<file path="src/rtl/imm_gen_pipe.sv">
// RISC-V decode-stage immediate generator: extracts/extends I/S/B/U/J/zimm immediates
// and presents them through a registered valid/ready output with an optional skid entry.
module imm_gen_pipe #(
  parameter int MXLEN = 32,
  parameter int TAG_W = 5,
  parameter int SKID  = 1
) (
  input  logic             clk,
  input  logic             rst_n,
  input  logic             flush,
  input  logic             in_valid,
  output logic             in_ready,
  input  logic [31:0]      in_inst,
  input  logic [2:0]       in_fmt,
  input  logic [TAG_W-1:0] in_tag,
  output logic             out_valid,
  input  logic             out_ready,
  output logic [MXLEN-1:0] out_imm,
  output logic [TAG_W-1:0] out_tag,
  output logic             out_err
);

  localparam logic [2:0] FMT_R = 3'b000;
  localparam logic [2:0] FMT_I = 3'b001;
  localparam logic [2:0] FMT_S = 3'b010;
  localparam logic [2:0] FMT_B = 3'b011;
  localparam logic [2:0] FMT_U = 3'b100;
  localparam logic [2:0] FMT_J = 3'b101;
  localparam logic [2:0] FMT_Z = 3'b110;

  // Every format fits in 32 bits, so build it there and sign-extend once to MXLEN.
  function automatic logic signed [MXLEN-1:0] f_imm(input logic [31:0] inst,
                                                    input logic [2:0]  fmt);
    logic signed [31:0] v;
    v = '0;
    case (fmt)
      FMT_R: v = '0;
      FMT_I: v = {{20{inst[31]}}, inst[31:20]};
      FMT_S: v = {{20{inst[31]}}, inst[31:25], inst[11:7]};
      FMT_B: v = {{19{inst[31]}}, inst[31], inst[7], inst[30:25], inst[11:8], 1'b0};
      FMT_U: v = {inst[31:12], 12'b0};
      FMT_J: v = {{11{inst[31]}}, inst[31], inst[19:12], inst[20], inst[30:21], 1'b0};
      FMT_Z: v = {27'b0, inst[19:15]};
      default: v = '0;
    endcase
    return MXLEN'(v);
  endfunction

  function automatic logic f_err(input logic [2:0] fmt);
    return fmt == 3'b111;
  endfunction

  logic signed [MXLEN-1:0] w_imm_p0;
  logic                    w_err_p0;
  logic                    w_in_xfer_p0;
  logic                    w_load_out_p0;
  logic                    w_unused_opcode;

  logic                    r_vld_p1;
  logic [MXLEN-1:0]        r_imm_p1;
  logic [TAG_W-1:0]        r_tag_p1;
  logic                    r_err_p1;

  logic                    r_skid_vld_p1;
  logic [MXLEN-1:0]        r_skid_imm_p1;
  logic [TAG_W-1:0]        r_skid_tag_p1;
  logic                    r_skid_err_p1;

  assign w_unused_opcode = ^in_inst[6:0];

  // Stage p0: combinational extraction at the input
  assign w_imm_p0      = f_imm(in_inst, in_fmt);
  assign w_err_p0      = f_err(in_fmt);
  assign in_ready      = (SKID != 0) ? !r_skid_vld_p1 : (out_ready || !r_vld_p1);
  assign w_in_xfer_p0  = in_valid && in_ready;
  assign w_load_out_p0 = !r_vld_p1 || out_ready;

  // Stage p1: output register and skid entry
  always_ff @(posedge clk or negedge rst_n) begin
    if (!rst_n) begin
      r_vld_p1      <= 1'b0;
      r_skid_vld_p1 <= 1'b0;
    end else if (flush) begin
      r_vld_p1      <= 1'b0;
      r_skid_vld_p1 <= 1'b0;
    end else if (w_load_out_p0) begin
      if (r_skid_vld_p1) begin
        r_vld_p1      <= 1'b1;
        r_skid_vld_p1 <= 1'b0;
      end else begin
        r_vld_p1 <= w_in_xfer_p0;
      end
    end else if (w_in_xfer_p0 && (SKID != 0)) begin
      r_skid_vld_p1 <= 1'b1;
    end
  end

  always_ff @(posedge clk or negedge rst_n) begin
    if (!rst_n) begin
      r_imm_p1 <= '0;
      r_tag_p1 <= '0;
      r_err_p1 <= 1'b0;
    end else if (w_load_out_p0) begin
      if (r_skid_vld_p1) begin
        r_imm_p1 <= r_skid_imm_p1;
        r_tag_p1 <= r_skid_tag_p1;
        r_err_p1 <= r_skid_err_p1;
      end else if (w_in_xfer_p0) begin
        r_imm_p1 <= w_imm_p0;
        r_tag_p1 <= in_tag;
        r_err_p1 <= w_err_p0;
      end
    end
  end

  // Skid payload only matters while r_skid_vld_p1 is set, so it needs no reset.
  always_ff @(posedge clk) begin
    if (!w_load_out_p0 && w_in_xfer_p0) begin
      r_skid_imm_p1 <= w_imm_p0;
      r_skid_tag_p1 <= in_tag;
      r_skid_err_p1 <= w_err_p0;
    end
  end

  assign out_valid = r_vld_p1;
  assign out_imm   = r_imm_p1;
  assign out_tag   = r_tag_p1;
  assign out_err   = r_err_p1;

endmodule

</file>
<file path="config.mk">
export PLATFORM = sky130hd
export DESIGN_NAME = imm_gen_pipe
export DESIGN_NICKNAME = d
export VERILOG_FILES = /design/src/rtl/imm_gen_pipe.sv
export SDC_FILE = /design/constraint.sdc
export NUM_CORES = 1
export LEC_CHECK = 0
export BUFFER_PORTS_ARGS = -buffer_cell sky130_fd_sc_hd__buf_4
export CORE_MARGIN = 4
export CORE_UTILIZATION = 45
export CTS_BUF_LIST = sky130_fd_sc_hd__clkbuf_16
export DETAILED_ROUTE_END_ITERATION = 12
export PLACE_DENSITY = 0.69
export SLEW_MARGIN = 20
export SYNTH_ARGS = -nofsm -noshare
export SYNTH_HDL_FRONTEND = slang
export SYNTH_SLANG_ARGS = --single-unit
</file>
<file path="constraint.sdc">
create_clock -name clk -period 4.5 [get_ports clk]
set_input_delay 1.35 -clock clk [delete_from_list [all_inputs] [get_ports clk]]
set_output_delay 1.35 -clock clk [all_outputs]
set_load 0.01 [all_outputs]
</file>
Word-level counts from Yosys, hierarchy flattened

Cells that the tools add are included.

Equality and inequality tests: 7
Muxes and demuxes: 13
Reductions and logical operators: 10

Operators with widths:

| kind               | count |
|---|---|
| $pmux 32 s6        | 1 |
| $mux 32            | 2 |
| $eq 3x3->1 const B | 4 |
| $mux 5             | 2 |
| $mux 1             | 8 |
| $eq 3x2->1 const B | 2 |
| $reduce_bool 2->1  | 2 |
| $eq 3x1->1 const B | 1 |
| $logic_not 1->1    | 3 |
| $reduce_bool 3->1  | 1 |
| $logic_and 1x1->1  | 2 |
| $reduce_and 2->1   | 1 |
| $logic_or 1x1->1   | 1 |

Bits in registers: 78
Input port bits: 45
Output and inout port bits: 40
Logic and storage cells: 38

Longest topological paths before layout

Gate-level depths: netlist (run 1).

Word-level depth: 5
Mapped depth: 6
Gate-level depth less buffers: 4

Least setup slack after synthesis (run 1)

OpenSTA, ideal clock, no wires.

Path type: input to register
From: in out_ready
To: reg r_skid_err_p1 (enable)
Arrival time: 4.348 ns
Data required time: 4.012 ns
Setup slack: -0.336 ns
Stages on the path: 2
Buffers on the path: 0
Cells stage by stage: nand2b_4 > nor3b_1

Word-level cells in the longest chain between the ends: 3

RTL lines:

| item                 | RTL line | source |
|---|---|---|
| start, declared      | 17       | `input logic out_ready,` |
| $logic_or 1x1->1     | 76       | `assign w_load_out_p0 = !r_vld_p1 \|\| out_ready;` |
| $logic_not 1->1      | 118      | `if (!w_load_out_p0 && w_in_xfer_p0) begin` |
| $logic_and 1x1->1    | 118      |  |
| end signal, assigned | 121      | `r_skid_err_p1 <= w_err_p0;` |
| end, declared        | 67       | `logic r_skid_err_p1;` |

No other way between the ends.
A chain may end at the register's enable or synchronous reset.

Final worst setup path (run 1)

From: reg r_skid_vld_p1
To: out in_ready

Word-level cells in the longest chain between the ends: 1

RTL lines:

| item                   | RTL line | source |
|---|---|---|
| start, declared        | 64       | `logic r_skid_vld_p1;` |
| start signal, assigned | 82       | `r_skid_vld_p1 <= 1'b0;` |
| start signal, assigned | 85       | `r_skid_vld_p1 <= 1'b0;` |
| start signal, assigned | 89       | `r_skid_vld_p1 <= 1'b0;` |
| $logic_not 1->1        | 74       | `assign in_ready = (SKID != 0) ? !r_skid_vld_p1 : (out_ready \|\| !r_vld_p1);` |
| end, declared          | 12       | `output logic in_ready,` |

No other way between the ends.

==> results of run 1 <==
-- power breakdown --
| part | switching, mW | total, mW | internal, mW |
|---|---|---|---|
| registers | 0.0296 | 0.838 | 0.809 |
| logic | 0.158 | 0.294 | 0.137 |
| clock network | 0.284 | 0.766 | 0.482 |
-- synthesized netlist by cell type (all sizes together) (2+ instances only) --
cell | count | area share
nand2 | 37 | 0.039
nor3 | 2 | 0.0027
mux2i | 7 | 0.019
nor2 | 34 | 0.035
clkbuf | 5 | 0.0051
nand2b | 3 | 0.0078
dfrtp | 40 | 0.27
edfxtp | 38 | 0.31
nand3 | 7 | 0.0095
and2 | 6 | 0.010
o22ai | 6 | 0.014
o211ai | 16 | 0.050
o2bb2ai | 3 | 0.0071
buf | 23 | 0.050
nand3b | 22 | 0.048
a21oi | 16 | 0.023
o21a | 2 | 0.0044
o21ai | 56 | 0.079
-- sequential cells by signal, indices dropped and copies added (netlist names) --
name	count
out_err	1
out_imm	32
out_tag	5
out_valid	1
r_skid_err_p1	1
r_skid_imm_p1	32
r_skid_tag_p1	5
r_skid_vld_p1	1
-- worst min-delay path by stage --
stage                                 from    endpoint  depth (start not counted)
final                           out_tag[4]  out_tag[4]                          2
after global routing            out_tag[4]  out_tag[4]                          2
after CTS                       out_tag[2]  out_tag[2]                          2
after detailed placement        out_tag[4]  out_tag[4]                          2
after global placement          out_tag[3]  out_tag[3]                          2
after floorplan           r_skid_imm_p1[0]  out_imm[0]                          2
-- per-stage QoR --
step                      instance area, sq um  cells  hold slack, ps
after floorplan                           3690    331             493
after global placement                    4230    486             464
after detailed placement                  4260    487             474
after CTS                                 4580    503             488
after global routing                      4580    503             514
final                                     4580    503             481
-- cells in the final DEF, fill, tap and decap left out, types with 9 or more instances in the layout --
| master | instances |
|---|---|
| a21oi_1 | 15 |
| nand3b_1 | 21 |
| clkbuf_16 | 9 |
| nand2_1 | 35 |
| dfrtp_1 | 40 |
| nor2_1 | 33 |
| buf_4 | 81 |
| o21ai_1 | 24 |
| edfxtp_1 | 38 |
| o21ai_0 | 31 |
| o211ai_2 | 13 |
-- area by class of cell --
type	instances	area [sq um]	area share
sequential	78	2140	0.468
multi-input combinational	224	1350	0.296
timing repair buffer	82	636	0.139
clock buffer	9	225	0.0492
tap	102	128	0.0279
clock inverter	7	88.8	0.0194
inverter	1	3.75	0.000820
-- per-layer routing --
layer / vias up / GRT usage / routed length (um)
li1: 1322 / - / -
met1: 1355 / 0.268 / 4140
met2: 71 / 0.288 / 4250
met3: 5 / 0.0382 / 432
met4: 0 / 0.0588 / 64
met5: - / 0 / 0
-- worst max-delay path: cells and delay by family (launching register included) --
| kind | cells | cell delay, ps |
|---|---|---|
| buf+inv | 2 | 290 |
| flops | 1 | 760 |
-- logic make-up (layout without fill, tap and decap cells) --
logic type      count (synthesis)  count (layout)  synth area share
compound gates                101             101             0.181
flops                          78              78             0.581
buf+inv                        29              99            0.0559
simple gates                  115             115             0.160
mux                             8               8            0.0220
==> run metrics, run 1 <==
global route overflow=0; drt wl/cell=around 18 um; Tot Pwr=about 1.9 mW; Routed Antenna Nets=0; CP max stage delay=between 700 and 800 ps; Setup CP Type=flip-flop to primary output; post-CTS sizing=0; setup tns final=0 ps; via count=2,753; TritonRoute pass-1 iters=4; CTS buffer count=9; Max IR drop VDD=roughly 0.00019 V; cells on worst reg2reg path=3; Post-Syn Instances=331; worst r2r src=r_skid_vld_p1; Initial Util=0.470; EDFF count, synth=38; PwrDens=between 400 and 500 mW/mm^2; Slew Viols, Final=0; Slew HR=0.475; DP HPWL=~5700 um; min Tclk post-route=2730 ps; clk root buf=clkbuf_16; PortBufs=77; CP Cell Sequence=inv_1 > buf_4; Critical Path Source Type=flip-flop; Critical Path Source=r_skid_vld_p1; fraction of layout cells with a size suffix above 1=0.307; RSZ-0062 raised after global routing=false; Crit. End Element=primary output; Worst setup endpoint=in_ready; R2R Setup Slk=about 2100 ps; # hold bufs at CTS=0; Avg Inst Size Synth=approximately 11 sq um; CP Data Required Time=approximately 3200 ps; ys async rst share=0.513; fin worst setup slack=around 1800 ps; clk buf depth=2; Post-Place Setup Slack=approximately 1500 ps; Area Overhead vs Synth=24.0%; antenna violations before repair=0; Placement Rows=32; GP Congestion=0.774; die area=0.00971 sq mm; Vias/cell=approximately 5.5; total routing usage reported by global routing=0.187; critical path arrival=around 1400 ps; fillers=around 700; slowest cell on the critical path=dfrtp_1; end of the worst register-to-register path=r_skid_imm_p1[28]; setup bufs post-CTS=0; net count after synthesis=approximately 380; TritonCTS Sinks=slightly below 80; Die W=between 90 and 100 um; Hold Vio Cnt, Final=0; status=complete, no violations; DR iter-0 viols=between 100 and 150; main flop type after synthesis=dfrtp_1; Diodes inserted=0; Final Util=0.583; largest net degree at the start of global routing=41; sequential-to-total area share from yosys stat=0.581; first-pass GRT wire length=approximately 14,000 um; Clk pin slew, worst setup/hold paths=roughly 60 ps; DRT Wirelength=about 8900 um; Period Utilization, post-route=0.607; CP Max Fanout=16; CORE AREA=between 0.007 and 0.008 sq mm; HP Class=flip-flop to flip-flop; vias in the first global route=2,710; endpoints failing setup=0; Layout Nets=roughly 440; # DRC=0; measured slew at the worst slew-check pin=about 800 ps; Synth Warn #=0; Highest Clock Rate=0.366 GHz; MaxCap Viol Count=0; post-synth cell types=40; I/O pin cnt=85; Pleak=1.90 nW; Die Ht=between 90 and 100 um; clk_skew=around 7.2 ps; CTS tree=done; synthesized cell area=about 0.0037 sq mm; H-tree levels=3; Clk Latency, worst-skew pair=330 ps; Seq cells post-synth=around 80
Note: power is estimated with default switching activity, not from simulation.
==> run 2, diff against run 1 <==
Settings changed: PLACE_DENSITY 0.69 to 0.71.
Clock period 4.5 ns to 2.2 ns, I/O delays scaled along.
==> run metrics, run 2 (same netlist as run 1, synthesis figures left out) <==
status=complete, no violations; commonest non-fill, non-tap cell in the layout=buf_4; first-pass GRT wire length=14,400 um (-0.71%); CORE AREA=0.00785 sq mm (unchanged); Pleak=1.91 nW (+0.50%); PwrDens=793 mW/mm^2 (+91%); CP Data Required Time=1540 ps (-1610 ps); Clk pin slew, worst setup/hold paths=60 ps (about the same); Switching Power=937 uW (+99%); measured slew at the worst slew-check pin=674 ps (-113 ps); I/O pin cnt=85 (unchanged); die area=0.00971 sq mm (unchanged); Period Utilization, post-route=0.915; Vias/cell=5.44 (-0.54%); TritonCTS Sinks=78 (unchanged); DRT Wirelength=8940 um (+0.53%); Routed Antenna Nets=0 (unchanged); combinational share of power=0.171 (+0.016); switching portion of total power=0.259 (+0.0102); cell-internal power=2.69 mW (+88%); endpoints failing setup=0 (unchanged); critical path arrival=1350 ps (-30 ps); total routing usage reported by global routing=0.187 (about the same); Die Ht=98.6 um (unchanged); placed cells=491 (+0.82%); min Tclk post-route=between 2000 and 2500 ps; Layout Nets=446 (+1.1%); CP Max Fanout=26 (+10); PortBufs=77 (unchanged); non-filler cells in the finished layout=507 (+0.80%); drt wl/cell=17.6 um (-0.26%); Initial Util=0.470 (unchanged); vias in the first global route=2,716 (+0.22%); fin worst setup slack=187 ps (-1580 ps); Die W=98.6 um (unchanged); HP Class=input pin to async pin; Critical Path Source Type=flip-flop; most frequent cells in the layout=85 x buf_4, 40 x dfrtp_1, 38 x edfxtp_1; largest net degree at the start of global routing=45 (+9.8%); # DRC=0 (unchanged); sequential share of power=0.473 (+0.031); Clk Latency, worst-skew pair=330 ps (about the same); global route overflow=0 (unchanged); DR iter-0 viols=198 (+42%); clk buf depth=2 (unchanged); GP Congestion=0.814 (+5.1%); Crit. End Element=primary output; clk_skew=4.26 ps (-2.90 ps); CTS buffer count=9 (unchanged); MaxCap Viol Count=0 (unchanged); setup tns final=0 ps (unchanged); antenna violations before repair=0 (unchanged); post-CTS sizing=0 (unchanged); Area Overhead vs Synth=23.8%; CTS tree=done; H-tree levels=3 (unchanged); Placement Rows=32 (unchanged); Clock Power Share=0.356 (-0.047); Post-Place Setup Slack=44.7 ps (-1430 ps); TritonRoute pass-1 iters=4 (unchanged); RSZ-0062 raised after global routing=false; Max IR drop VDD=0.000378 V (+96%); Slew HR=0.549 (+0.0744); # hold bufs at CTS=0 (unchanged); fillers=692 (+0.29%); Diodes inserted=0 (unchanged); DP HPWL=5820 um (+1.6%); via count=2,760 (+0.25%); Slew Viols, Final=0 (unchanged); Hold Vio Cnt, Final=0 (unchanged); Setup CP Type=flip-flop to primary output; setup bufs post-CTS=0 (unchanged); Highest Clock Rate=roughly 0.50 GHz; fraction of layout cells with a size suffix above 1=0.311 (+0.00438); final hold slack=322 ps (-159 ps); clk root buf=clkbuf_16
## run 2: metrics by stage
stage | cell area [sq um] | power (mW) | util
after floorplan | 3710 | 2.06 | -
after global placement | 4280 | 2.34 | 0.546
after detailed placement | 4280 | 2.36 | 0.546
after CTS | 4540 | 3.65 | 0.579
after global routing | 4570 | 3.80 | 0.582
final | 4570 | 3.62 | 0.582
## run 2: power by group through the flow
stage	logic (mW)	registers [mW]	clock network, mW
final	0.618	1.71	1.29
after global routing	0.679	1.73	1.40
after CTS	0.616	1.71	1.32
after detailed placement	0.613	1.74	0
after global placement	0.603	1.74	0
after floorplan	0.278	1.78	0
## run 2: final timing paths
kind / startpoint / endpoint / slack (ps) / depth (start not counted)
setup / recovery: r_skid_vld_p1 / in_ready / 190 / 3
hold / removal: rst_n / out_imm[16] / 320 / 1
setup reg to reg: r_skid_vld_p1 / out_imm[1] / 520 / 5
hold reg to reg: out_tag[4] / out_tag[4] / 480 / 2
max in group asynchronous: rst_n / out_tag[1] / 1500 / 1
min in group clk: out_tag[4] / out_tag[4] / 480 / 2
## run 2: final cells by class
type                       instances  area, sq um  area share
tap                              102          128      0.0279
sequential                        78         2140       0.469
inverter                           1         3.75    0.000821
multi-input combinational        224         1350       0.296
timing repair buffer              87          686       0.150
clock inverter                     6         32.5     0.00712
clock buffer                       9          225      0.0493
## run 2: routing by layer
layer	GRT usage	part of all wire
met1	0.258	0.44
met2	0.292	0.48
met3	0.0460	0.069
met4	0.0599	0.014
met5	0	0
## run 2: critical path, stage by stage, from the launching register on
cell,delay (ps)
dfrtp_1,420
buf_4,340
inv_1,110
buf_4,160
==> run 3, diff against run 2 <==
Settings changed: CORE_ASPECT_RATIO set to 2, RECOVER_POWER set to 100.
==> run metrics, run 3 (same netlist as run 1, synthesis figures left out) <==
Max IR drop VDD=0.000517 V (+37%); final non-filler cell area=0.00436 sq mm (-4.5%); CP Cell Sequence=clkbuf_2 > inv_1 > buf_4; DP HPWL=6120 um (+5.2%); RSZ-0062 raised after global routing=false; die area=0.00980 sq mm (+0.91%); Hold EP=out_tag[0]; Switching Power=950 uW (+1.4%); TritonRoute pass-1 iters=5 (+1); Clk Latency, worst-skew pair=340 ps (about the same); Tot Pwr=3.80 mW (+4.8%); # hold bufs at CTS=0 (unchanged); GP Congestion=0.856 (+5.2%); Highest Clock Rate=0.500 GHz (+0.59%); fillers=745 (+7.7%); CP Data Required Time=1540 ps (about the same); CP Max Fanout=18 (-31%); worst hold stages=2; Diodes inserted=0 (unchanged); min Tclk post-route=2000 ps (-11.9 ps); via count=2,777 (+0.62%); critical path arrival=1340 ps (about the same); endpoints failing setup=0 (unchanged); clk buf depth=2 (unchanged); total routing usage reported by global routing=0.188 (+0.000815); fraction of layout cells with a size suffix above 1=0.168 (-0.143); drt wl/cell=17.6 um (-0.27%); commonest non-fill, non-tap cell in the layout=o21ai_0; cells on worst reg2reg path=3 (-2); Critical Path Source=r_skid_vld_p1; status=complete, no violations; global route overflow=0 (unchanged); Setup CP Type=flip-flop to primary output; Hold Startpoint=out_tag[0]; CP bufs+invs=3 (unchanged); Area Overhead vs Synth=18.2%; Die W=72.0 um (-27%); worst r2r src=r_skid_vld_p1; Period Utilization, post-route=0.909 (-0.00539); CTS tree=done; DRT Wirelength=8810 um (-1.5%); I/O pin cnt=85 (unchanged); Die Ht=136 um (+38%); Slew Viols, Final=0 (unchanged); largest net degree at the start of global routing=45 (unchanged); CP max stage delay=370 ps (-50 ps); Hold Vio Cnt, Final=0 (unchanged); Crit. End Element=primary output; DR iter-0 viols=117 (-41%); clk_skew=5.83 ps (+1.57 ps); CP delay by family, top=buffers and inverters; H-tree levels=3 (unchanged); Slew HR=0.285 (-0.264); Clk pin slew, worst setup/hold paths=60 ps (about the same); setup bufs post-CTS=0 (unchanged); Reg area=0.00214 sq mm (unchanged); Routed Antenna Nets=0 (unchanged); Placement Rows=46 (+44%); Multi-input gate area=0.00126 sq mm (-6.7%); HP Class=flip-flop to flip-flop; switching portion of total power=0.250 (-0.00844); Initial Util=0.465 (-0.00563); Clock Power Share=0.416 (+0.060); CORE AREA=0.00794 sq mm (+1.2%); clk root buf=clkbuf_16; antenna violations before repair=0 (unchanged); sequential share of power=0.451 (-0.022); slowest cell on the critical path=dfrtp_1; post-CTS sizing=0 (unchanged); cell-internal power=2.85 mW (+6.0%); Critical Path Source Type=flip-flop; R2R Setup Slk=240 ps (-280 ps); most frequent cells in the layout=55 x o21ai_0, 42 x clkbuf_1, 40 x dfrtp_1; Pleak=1.70 nW (-11%); CTS buffer count=9 (unchanged); PwrDens=871 mW/mm^2 (+9.8%); measured slew at the worst slew-check pin=1060 ps (+391 ps); Vias/cell=5.54 (+1.8%); MaxCap Viol Count=0 (unchanged); Final Util=0.549 (-0.0331); placed inst area=0.00428 sq mm (about the same); # DRC=0 (unchanged); vias in the first global route=2,773 (+2.1%); first-pass GRT wire length=13,900 um (-3.3%); PortBufs=77 (unchanged); combinational share of power=0.133 (-0.038); end of the worst register-to-register path=r_skid_imm_p1[27]; TritonCTS Sinks=78 (unchanged); Layout Nets=445 (-0.22%)
-- run 3: changes by cell type in the layout (fill, tap and decap cells not counted), sizes merged --
| cell | previous run | this run |
|---|---|---|
| bufinv | 0 | 2 |
| inv | 3 | 2 |
| clkinv | 2 | 4 |
| buf | 87 | 36 |
| clkinvlp | 2 | 0 |
| clkbuf | 9 | 59 |
-- run 3: cell type report --
class | instances | share of cell area
clock inverters | 7 | 0.0224
flip-flops and latches | 78 | 0.491
repair buffers | 86 | 0.117
inverters | 1 | 0.000861
multi-input cells | 224 | 0.289
well taps | 96 | 0.0275
clock buffers | 9 | 0.0516
-- run 3: stage by stage --
stage / instances / TNS, ps / setup WS [ps] / hold slack, ps
3_5_place_dp: 484 / 0 / 96.2 / 477
2_1_floorplan: 331 / -2520 / -66.2 / 364
6_report: 501 / 0 / 199 / 477
4_1_cts: 500 / 0 / 273 / 320
5_1_grt: 501 / 0 / 139 / 477
3_3_place_gp: 484 / 0 / 181 / 464
-- run 3: per-layer routing --
layer | wire length, um | track usage
met5 | 0 | 0
met4 | 224 | 0.0910
met3 | 411 | 0.0377
met2 | 4840 | 0.334
met1 | 3330 | 0.209
-- run 3: worst max-delay path by stage --
stage                               end  slack [ps]  cells past startpoint
final                          in_ready         200                      3
after global placement          out_err         180                      3
after global routing           in_ready         140                      3
after CTS                      in_ready         270                      3
after detailed placement     out_tag[4]         100                      3
after floorplan           r_skid_err_p1         -70                      2
-- run 3: worst min-delay path: stages, from the launching register on --
cell and delay [ps]:
dfrtp_1 340, nand2_1 50, o21ai_0 60
-- run 3: power groups by stage --
stage          Clock, mW  Combinational [mW]  Sequential (mW)
2_1_floorplan          0               0.278             1.78
3_3_place_gp           0               0.599             1.74
3_5_place_dp           0               0.614             1.74
4_1_cts             1.61               0.617             1.72
5_1_grt             1.66               0.568             1.72
6_report            1.58               0.506             1.71
